===== config.mk =====
export PLATFORM = sky130hd
export DESIGN_NAME = apu_phi_aclk_gen
export DESIGN_NICKNAME = d
export VERILOG_FILES = /design/src/rtl/apu_clk_pkg.sv /design/src/rtl/apu_aclk_phase.sv /design/src/rtl/apu_phi_aclk_gen.sv
export SDC_FILE = /design/constraint.sdc
export NUM_CORES = 1
export LEC_CHECK = 0
export CAP_MARGIN = 20
export CORE_AREA = 2 2 39 41
export CTS_CLUSTER_SIZE = 28
export DETAILED_ROUTE_END_ITERATION = 7
export DIE_AREA = 0 0 41 43
export MAX_ROUTING_LAYER = met4
export PLACE_DENSITY_LB_ADDON = 0.05
export SLEW_MARGIN = 20
export SYNTH_ARGS = -nofsm -noshare
export SYNTH_HDL_FRONTEND = slang
export SYNTH_SLANG_ARGS = --single-unit
export TNS_END_PERCENT = 10

===== constraint.sdc =====
create_clock -name CLK -period 2 [get_ports CLK]
set_clock_uncertainty 0.1 [all_clocks]
set_input_delay 0.5 -clock CLK [delete_from_list [all_inputs] [get_ports CLK]]
set_output_delay 0.5 -clock CLK [all_outputs]
set_load 0.01 [all_outputs]

===== src/rtl/apu_clk_pkg.sv =====
// Shared constants for the APU clock tree: divider presets, counter sizing
// and the values every clock output takes while n_RES is low.
package apu_clk_pkg;

  localparam int NTSC_DIV = 12;
  localparam int PAL_DIV  = 16;

  function automatic int div_width(input int div);
    return (div <= 2) ? 1 : $clog2(div);
  endfunction

  localparam logic RST_PHI0      = 1'b0;
  localparam logic RST_PHI1      = 1'b1;
  localparam logic RST_PHI2      = 1'b0;
  localparam logic RST_M2        = 1'b0;
  localparam logic RST_ACLK1     = 1'b0;
  localparam logic RST_NACLK2    = 1'b1;
  localparam logic RST_CYC_START = 1'b0;

endpackage


===== src/rtl/apu_aclk_phase.sv =====
// Even/odd CPU-cycle tracker and the half-rate APU clock pair derived from it.
module apu_aclk_phase
  import apu_clk_pkg::*;
(
  input  logic CLK,
  input  logic n_RES,
  input  logic phi1_next,
  input  logic cyc_start_next,
  output logic ACLK1,
  output logic nACLK2
);

  logic odd;
  logic odd_next;

  // The toggle lands on the rise that opens a CPU cycle, never on the div wrap.
  always_comb begin
    odd_next = cyc_start_next ? ~odd : odd;
  end

  always_ff @(posedge CLK or negedge n_RES) begin
    if (!n_RES) begin
      odd    <= 1'b1;
      ACLK1  <= RST_ACLK1;
      nACLK2 <= RST_NACLK2;
    end else begin
      odd    <= odd_next;
      ACLK1  <= phi1_next & ~odd_next;
      nACLK2 <= ~(phi1_next & odd_next);
    end
  end

endmodule


===== src/rtl/apu_phi_aclk_gen.sv =====
// Divides the master CLK into the CPU phase clocks, the M2 bus clock and the
// APU half-rate clocks; every output comes straight from a flop.
module apu_phi_aclk_gen
  import apu_clk_pkg::*;
#(
  parameter int CPU_DIV = NTSC_DIV,
  parameter int M2_HOLD = 1
) (
  input  logic CLK,
  input  logic n_RES,
  output logic PHI0,
  output logic PHI1,
  output logic PHI2,
  output logic M2,
  output logic ACLK1,
  output logic nACLK2,
  output logic CYC_START
);

  localparam int              DW       = div_width(CPU_DIV);
  localparam logic [DW-1:0] DIV_LAST = DW'(CPU_DIV - 1);
  localparam logic [DW-1:0] PHI_END  = DW'(CPU_DIV / 2);
  localparam logic [DW-1:0] M2_END   = DW'(CPU_DIV / 2 + M2_HOLD);

  logic [DW-1:0] div;
  logic [DW-1:0] div_next;
  logic          phi0_next;
  logic          phi1_next;
  logic          m2_next;
  logic          cyc_next;

  // Outputs are decoded from the next count so they line up with div after the rise;
  // any out-of-range count falls back to 0.
  always_comb begin
    div_next  = (div >= DIV_LAST) ? '0 : div + DW'(1);
    phi0_next = (div_next != '0) && (div_next <= PHI_END);
    phi1_next = ~phi0_next;
    m2_next   = (div_next != '0) && (div_next <= M2_END);
    cyc_next  = (div_next == DW'(1));
  end

  always_ff @(posedge CLK or negedge n_RES) begin
    if (!n_RES) begin
      div       <= '0;
      PHI0      <= RST_PHI0;
      PHI1      <= RST_PHI1;
      PHI2      <= RST_PHI2;
      M2        <= RST_M2;
      CYC_START <= RST_CYC_START;
    end else begin
      div       <= div_next;
      PHI0      <= phi0_next;
      PHI1      <= phi1_next;
      PHI2      <= phi0_next;
      M2        <= m2_next;
      CYC_START <= cyc_next;
    end
  end

  apu_aclk_phase u_aclk_phase (
    .CLK            (CLK),
    .n_RES          (n_RES),
    .phi1_next      (phi1_next),
    .cyc_start_next (cyc_next),
    .ACLK1          (ACLK1),
    .nACLK2         (nACLK2)
  );

endmodule


Word-level counts from Yosys, hierarchy flattened
Index checks and enable logic that the tools add are counted.
W data, S select, Z words.
{"block": "classes", "addsub": 1, "mul": 0, "div_mod_pow": 0, "order_cmp": 3, "eq_ne": 1, "shift": 0, "n_mux": 2, "bitwise": 6, "n_reduce_logical": 3}
{"op": "$le A4 B3 Y1 const B", "n": 2}
{"op": "$add A4 B1 Y4 const B", "n": 1}
{"op": "$eq A4 B1 Y1 const B", "n": 1}
{"op": "$ge A4 B4 Y1 const B", "n": 1}
{"op": "$mux W4", "n": 1}
{"op": "$not A1 Y1", "n": 4}
{"op": "$reduce_bool A4 Y1", "n": 1}
{"op": "$and A1 B1 Y1", "n": 2}
{"op": "$logic_and A1 B1 Y1", "n": 2}
{"op": "$mux W1", "n": 1}
{"block": "totals", "register_bits": 11, "latch_bits": 0, "ramBits": 0, "mem_bits_ro": 0, "output_inout_bits": 7, "elab_cells": 24, "mem_count": 0}

Depth between registers and ports, before layout
Gate-level depths: netlist (run 1).
{"block": "logic_depth", "depth_word": 7, "depth_mapped": 4, "mapped_depth_nobuf": 4}

By module
From an unflattened synthesis (run 1), not the netlist that was laid out.
{"block": "unflattened", "cells_unflattened": 40, "area_unflattened_um2": 481.7}
{"module": "apu_phi_aclk_gen", "instances": 1, "cells_per_inst": 33, "area_each_um2": 384.1}
{"module": "apu_aclk_phase", "instances": 1, "cells_per_inst": 7, "area_each_um2": 97.6}

Worst setup path after synthesis (run 1)
Ideal clock, no wire load.
{"block": "synth_timing", "path_kind": "reg-to-reg", "from": "register div[0]", "to": "register PHI2", "setup_ps": 119, "arrival_time_ps": 1403, "required_time_ps": 1781, "slack_ps": 378, "path_stages_with_launch": 5, "period_less_slack_ps": 1622, "cell_sequence": "dfrtp_1 > ha_1 > inv_1 > or3_4 > and2_1"}
{"block": "synth_between", "elab_chain_len": 4}
{"element": "from (decl)", "line": "apu_phi_aclk_gen.sv:25", "rtl": "logic [DW-1:0] div;"}
{"element": "from (signal assigned)", "line": "apu_phi_aclk_gen.sv:51", "rtl": "div <= div_next;"}
{"element": "$add A4 B1 Y4 or $ge A4 B4 Y1 (tied branches)", "line": "apu_phi_aclk_gen.sv:35", "rtl": "div_next = (div >= DIV_LAST) ? '0 : div + DW'(1);"}
{"element": "$mux W4 (*)", "line": "apu_phi_aclk_gen.sv:35"}
{"element": "$le A4 B3 Y1 or $reduce_bool A4 Y1 (tied branches)", "line": "apu_phi_aclk_gen.sv:36", "rtl": "phi0_next = (div_next != '0) && (div_next <= PHI_END);"}
{"element": "$logic_and A1 B1 Y1 (*)", "line": "apu_phi_aclk_gen.sv:36"}
{"element": "via phi0_next", "line": "apu_phi_aclk_gen.sv:27", "rtl": "logic phi0_next;"}
{"element": "to (signal assigned)", "line": "apu_phi_aclk_gen.sv:54", "rtl": "PHI2 <= phi0_next;"}
{"element": "to (decl)", "line": "apu_phi_aclk_gen.sv:13", "rtl": "output logic PHI2,"}
Mark *: on every way through the listed nets, which the timed path passes. The rest lies on a longest branch.

Final worst setup path (run 1)
{"block": "layout_timing", "from": "register PHI1", "to": "output port PHI1"}
{"element": "from (decl)", "line": "apu_phi_aclk_gen.sv:12", "rtl": "output logic PHI1,"}
{"element": "from (signal assigned)", "line": "apu_phi_aclk_gen.sv:53", "rtl": "PHI1 <= phi1_next;"}
No word-level cell between the ends.

==> metrics.md, run 1 <==
| Metric | Value |
|---|---|
| Status | completed |
| Die Ht | 43 um |
| Int Pwr | about 0.0003 W |
| Xor and xnor area share after synthesis | under 10% |
| Hold WC Path Type | register to register |
| PwrDens | approximately 670 nW/um^2 |
| ANT cells | 0 |
| Num Clock Sinks | 11 |
| Hold path depth | 1 |
| NetSw | slightly below 0.00007 W |
| Predominant post-synthesis flop cell | dfrtp_1 |
| Final wirelength | between 600 and 700 um |
| Num CTS Buffers | 3 |
| DR DRC count | 0 |
| Slowest cell on crit path | clkdlybuf4s50_1 |
| Max-slew violations | 0 |
| Area delta synth->final | 27.4% |
| CP top delay family | buffers and inverters |
| Count of unique library cells instantiated by Yosys | 19 |
| Post-synthesis compound-gate area fraction | under 10% |
| Fraction of layout cells with a size suffix above 1 | between 20% and 30% |
| Yosys warnings | 0 |
| Final number of setup-violating endpoints | 0 |
| Starting Density | between 30% and 40% |
| Worst Hold Endpoint | u_aclk_phase.ACLK1$_DFF_PN0_ |
| Setup TNS | 0 ps |
| Unrepaired setup endpoints after global routing | false |
| R2r setup slk | roughly 300 ps |
| WS Path Type | register to output pin |
| Global-route wire length before repair | 979 um |
| Core area | about 1400 um^2 |
| Switch share | ~18% |
| Reg2Reg Capture Point | PHI2$_DFF_PN0_ |
| Syn_nets | 35 |
| Reg-to-Reg Start | div[0]$_DFF_PN0_ |
| GPL Wtd Cong | approximately 0.6 |
| Filler cells | between 100 and 150 |
| Detail Placement HPWL | 472 um |
| Register share of total power | about 60% |
| R2R depth | 4 |
| Largest net degree at the start of global routing | 12 |
| Die width | approximately 40 um |
| Max incr delay on CP | 520 ps |
| Critical-path cell list | clkdlybuf4s50_1 |
| Detail Route Antenna Nets | 0 |
| Post-synthesis adder-cell area fraction | under 10% |
| CP arrival | 1290 ps |
| Synth area leaders | dfrtp_1, dfstp_2, nor4b_4 |
| Critical-path maximum fanout | 1 |
| # hold bufs at CTS | 0 |
| Cts repair resizes | 0 |
| Mux share of post-synthesis cell area | 0% |
| Ports | 9 |
| Cell accounting for the most synthesized area | dfrtp_1 |
| CTS root buf | clkbuf_4 |
| Flip-flop and latch area | 279 um^2 |
| # rows | 14 |
| Synth Cell Area | ~430 um^2 |
| Hold Violations, Final | 0 |
| MaxCap Viol Count | 0 |
| Register area share after synthesis | between 60% and 70% |
| Final Net Count | 47 |
| Fin crit share | a little over nine tenths |
| TritonCTS clock tree | done |
| Combinational fraction of design power | around 1.5% |
| Crit start category | register |
| Crit path setup slack, layout | around 110 ps |
| Critical path required time | 1400 ps |
| Leakage power | roughly 0.23 nW |
| Total gr overflow | 0 |
| Via density | approximately 4.6 |
| # port buffers | 8 |
| Clock buffer depth | 2 |
| Avg Inst Size Synth | ~14 um^2 |
| Tightest Pin Transition | between 400 and 500 ps |
| Largest family of logic cells by synthesized area | simple AND/OR/NAND/NOR gates |
| Crit end category | output pin |
| Setup Slack @ Placement | 309 ps |
| Synth Instances | 32 |
| Initial antenna violation count | 0 |
| Final min period | around 1900 ps |
| CTS H-tree lvls | 1 |
| Drt first pass iters | 2 |
| Max VDD drop | 335 uV |
| Die footprint | 1760 um^2 |
| Clk pwr share | about two fifths |
| Clock transition at path regs | roughly 60 ps |
| Worst skew pair latency | around 260 ps |
| CP bufs+invs | 1 |
| Vias in the first global route | 262 |
| # Post-CTS Setup Buffers | 0 |
| Async SR Flop Fraction | between 90% and 100% |
| Fmax | between 500 and 600 MHz |
| Hold path start | u_aclk_phase.odd$_DFF_PN1_ |
| Via count | roughly 270 |
| Avg WL per Cell | ~10 um |
| Simple-gate share of the synthesized area | roughly 17% |
| Multi-input logic area | 144 um^2 |
| GRT Overall Usage | about a tenth |
| Area share of the largest cell type after synthesis | a little under half |
| Max-slew headroom | 69.2% |
| Post-synth EDFFs | 0 |
| Flops & latches, synth | 11 |
| DRT iter0 DRCs | 1 |
## cell usage in the layout, fill, tap and decap left out, drive strengths merged
| cell type | count |
|---|---|
| dfrtp | 8 |
| clkdlybuf4s50 | 8 |
| clkbuf | 4 |
| dfstp | 3 |
| o21ai | 2 |
| and2 | 2 |
| nor2 | 2 |
| nand2 | 2 |
| nand3 | 1 |
| nor2b | 1 |
| xnor2 | 1 |
| inv | 1 |
| a31o | 1 |
| a31oi | 1 |
| nor4b | 1 |
| or3 | 1 |
| xor2 | 1 |
| a21oi | 1 |
| a21bo | 1 |
| ha | 1 |
## stage by stage
| stage | total power [W] | instance area [um^2] | cells | hold WS [ps] | util [%] |
|---|---|---|---|---|---|
| after detailed placement | 0.000233 | 527 | 55 | 409 | 38.1 |
| after CTS | 0.000377 | 553 | 59 | 426 | 40.0 |
| final | 0.000369 | 553 | 59 | 421 | 40.0 |
| after floorplan | 0.000227 | 434 | 32 | 104 | - |
| after global placement | 0.000233 | 527 | 55 | 406 | 38.1 |
| after global routing | 0.000392 | 553 | 59 | 442 | 40.0 |
## layout make-up
| cell class | instances | share of cell area [%] |
|---|---|---|
| sequential | 11 | 50.5 |
| multi-input combinational | 19 | 26.0 |
| timing repair buffer | 8 | 14.5 |
| clock buffer | 4 | 4.75 |
| tap | 16 | 3.62 |
| inverter | 1 | 0.679 |
## power by group through the flow
stage	Sequential [W]	Clock, W	Combinational, W
global placement	0.000227	0	0.00000586
floorplan	0.000227	0	0.0000000000662
detailed placement	0.000227	0	0.00000596
finish	0.000223	0.000141	0.00000558
global route	0.000223	0.000163	0.00000681
CTS	0.000223	0.000148	0.00000601
## cell families (layout without fill, tap and decap cells)
family / count (synthesis) / in the layout
fa+ha+maj: 1 / 1
flops: 11 / 11
compound gates: 6 / 6
simple gates: 10 / 10
buf+inv: 2 / 13
xor+xnor: 2 / 2
## layer usage
layer | global-route usage [%] | share of wire, % | vias up
met2 | 13.8 | 52 | 9
met5 | - | 0 | -
met3 | 3.14 | 7.0 | 2
met4 | 10.0 | 1.3 | 0
met1 | 8.42 | 39 | 129
li1 | - | - | 129
## worst max-delay path by stage
stage | startpoint | end | slack, ps | depth (start not counted)
global placement | div[0]$_DFF_PN0_ | PHI2$_DFF_PN0_ | 320 | 4
finish | PHI1$_DFF_PN1_ | PHI1 | 110 | 1
global route | u_aclk_phase.nACLK2$_DFF_PN1_ | nACLK2 | 50 | 1
floorplan | div[0]$_DFF_PN0_ | PHI2$_DFF_PN0_ | 380 | 4
detailed placement | div[0]$_DFF_PN0_ | PHI2$_DFF_PN0_ | 310 | 4
CTS | PHI1$_DFF_PN1_ | PHI1 | 100 | 1
## cell usage after synthesis, types with 2 or more instances
library cell	count
dfrtp_1	8
nor2_1	2
and2_1	2
dfstp_2	3
nand2_1	2
o21ai_0	2
## registers in the layout, indices dropped and copies added (netlist names)
signal,count
div,4
CYC_START,1
M2,1
PHI1,1
PHI2,1
u_aclk_phase.ACLK1,1
u_aclk_phase.nACLK2,1
u_aclk_phase.odd,1
No activity file was read; power rests on OpenSTA's default activity.
==> run 2: changes to the inputs <==
Clock period 2 ns to 2.5 ns, I/O delays scaled along.
==> metrics.md, run 2 (same netlist as run 1, synthesis figures left out) <==
| Metric | Value |
|---|---|
| Setup Slack @ Placement | approximately 760 ps |
| TritonCTS clock tree | done |
| Fin crit share | roughly 81% |
| Final number of setup-violating endpoints | 0 |
| GRT Overall Usage | under 10% |
| Reg with most FFs | div |
| Unrepaired setup endpoints after global routing | false |
| # hold bufs at CTS | 0 |
| Num CTS Buffers | 3 |
| Max-slew violations | 0 |
| DRT iter0 DRCs | 0 |
| Dpl cell area | 527 um^2 |
| Hold Violations, Final | 0 |
| Worst skew pair latency | ~260 ps |
| MaxCap Viol Count | 0 |
| Fmax | between 400 and 500 MHz |
| Slowest cell on crit path | clkdlybuf4s50_1 |
| CP bufs+invs | 1 |
| Die Ht | roughly 43 um |
| # rows | 14 |
| Detail Route Antenna Nets | 0 |
| Critical-path maximum fanout | 1 |
| CTS H-tree lvls | 1 |
| Tightest Pin Transition | about 460 ps |
| Core area | around 1400 um^2 |
| # port buffers | 8 |
| Avg WL per Cell | about 10 um |
| Vias in the first global route | ~270 |
| Total gr overflow | 0 |
| Status | completed |
| Global-route wire length before repair | roughly 1.1 mm |
| DR DRC count | 0 |
| Leakage power | 0.234 nW |
| Crit end category | output pin |
| Max-slew headroom | 69.1% |
| Die footprint | between 1500 and 2000 um^2 |
| Final min period | 2020 ps |
| Worst hold slack | about 430 ps |
| Max reg flops | 4 |
| Hold WC Path Type | register to register |
| R2r setup slk | 790 ps |
| Die width | 41 um |
| CTS root buf | clkbuf_4 |
| Final Net Count | 47 |
| Filler cells | 140 |
| Max incr delay on CP | 520 ps |
| ANT cells | 0 |
| Fraction of layout cells with a size suffix above 1 | a little over a fifth |
| Crit path setup slack, layout | between 400 and 500 ps |
| Final wirelength | just over 600 um |
| Critical-path cell list | clkdlybuf4s50_1 |
| Critical path required time | between 1500 and 2000 ps |
| Setup TNS | 0 ps |
| GPL Wtd Cong | just over 0.6 |
| Most frequent cells in the layout | dfrtp_1, clkdlybuf4s50_1, dfstp_2, clkbuf_4 |
| WS Path Type | register to output pin |
| Crit start category | register |
| CP top delay family | buffers and inverters |
| Drt first pass iters | 1 |
| Initial antenna violation count | 0 |
| Via count | between 200 and 300 |
| Cts repair resizes | 0 |
| CP arrival | between 1000 and 1500 ps |
| PwrDens | about 540 nW/um^2 |
| Area delta synth->final | 27.4% |
| # Post-CTS Setup Buffers | 0 |
| Ports | 9 |
| Final Cell Area | between 500 and 600 um^2 |
| Largest net degree at the start of global routing | 12 |
| Num Clock Sinks | 11 |
| Clock transition at path regs | around 70 ps |
| Final Util | between 30% and 40% |
| Starting Density | about a third |
| Detail Placement HPWL | roughly 470 um |
| Via density | roughly 4.3 |
| Clock buffer depth | 2 |
| Max VDD drop | around 200 uV |
==> run 2: area by class of cell <==
| type | count | area [um^2] | share of cell area, % |
|---|---|---|---|
| multi-input combinational | 19 | 144 | 26.0 |
| inverter | 1 | 3.75 | 0.679 |
| timing repair buffer | 8 | 80.1 | 14.5 |
| sequential | 11 | 279 | 50.5 |
| clock buffer | 4 | 26.3 | 4.75 |
| tap | 16 | 20.0 | 3.62 |
==> run 2: worst reg2reg max path, cell delays in order, from the launching register on <==
cell and delay, ps:
dfrtp_1 470, ha_1 390, inv_1 70, or3_4 400, and2_1 160
==> run 2: power by group <==
part / switching, W / total [W] / internal [W] / leakage [nW]
Clock: 0.0000529 / 0.000114 / 0.0000616 / 0.0150
Sequential: 0 / 0.000178 / 0.000178 / 0.124
Combinational: 0.00000310 / 0.00000448 / 0.00000138 / 0.0949
==> run 2: metal layers <==
metal	vias up	global-route usage (%)	wire (um)
met1	114	10.2	243
met4	0	8.00	4
met5	-	-	0
met2	9	14.4	320
met3	2	3.14	49
li1	128	-	-
==> run 2: final timing paths <==
path / cells after the start / end / start
setup / recovery: 1 / PHI1 / PHI1$_DFF_PN1_
hold / removal: 1 / u_aclk_phase.ACLK1$_DFF_PN0_ / u_aclk_phase.odd$_DFF_PN1_
setup reg to reg: 4 / PHI2$_DFF_PN0_ / div[0]$_DFF_PN0_
hold reg to reg: 1 / u_aclk_phase.ACLK1$_DFF_PN0_ / u_aclk_phase.odd$_DFF_PN1_
max in group asynchronous: 1 / u_aclk_phase.odd$_DFF_PN1_ / n_RES
min in group asynchronous: 1 / PHI2$_DFF_PN0_ / n_RES
==> run 2: through the flow <==
| step | total power [W] | cells |
|---|---|---|
| finish | 0.000297 | 59 |
| global route | 0.000312 | 59 |
| CTS | 0.000302 | 59 |
| detailed placement | 0.000186 | 55 |
| global placement | 0.000186 | 55 |
| floorplan | 0.000181 | 32 |
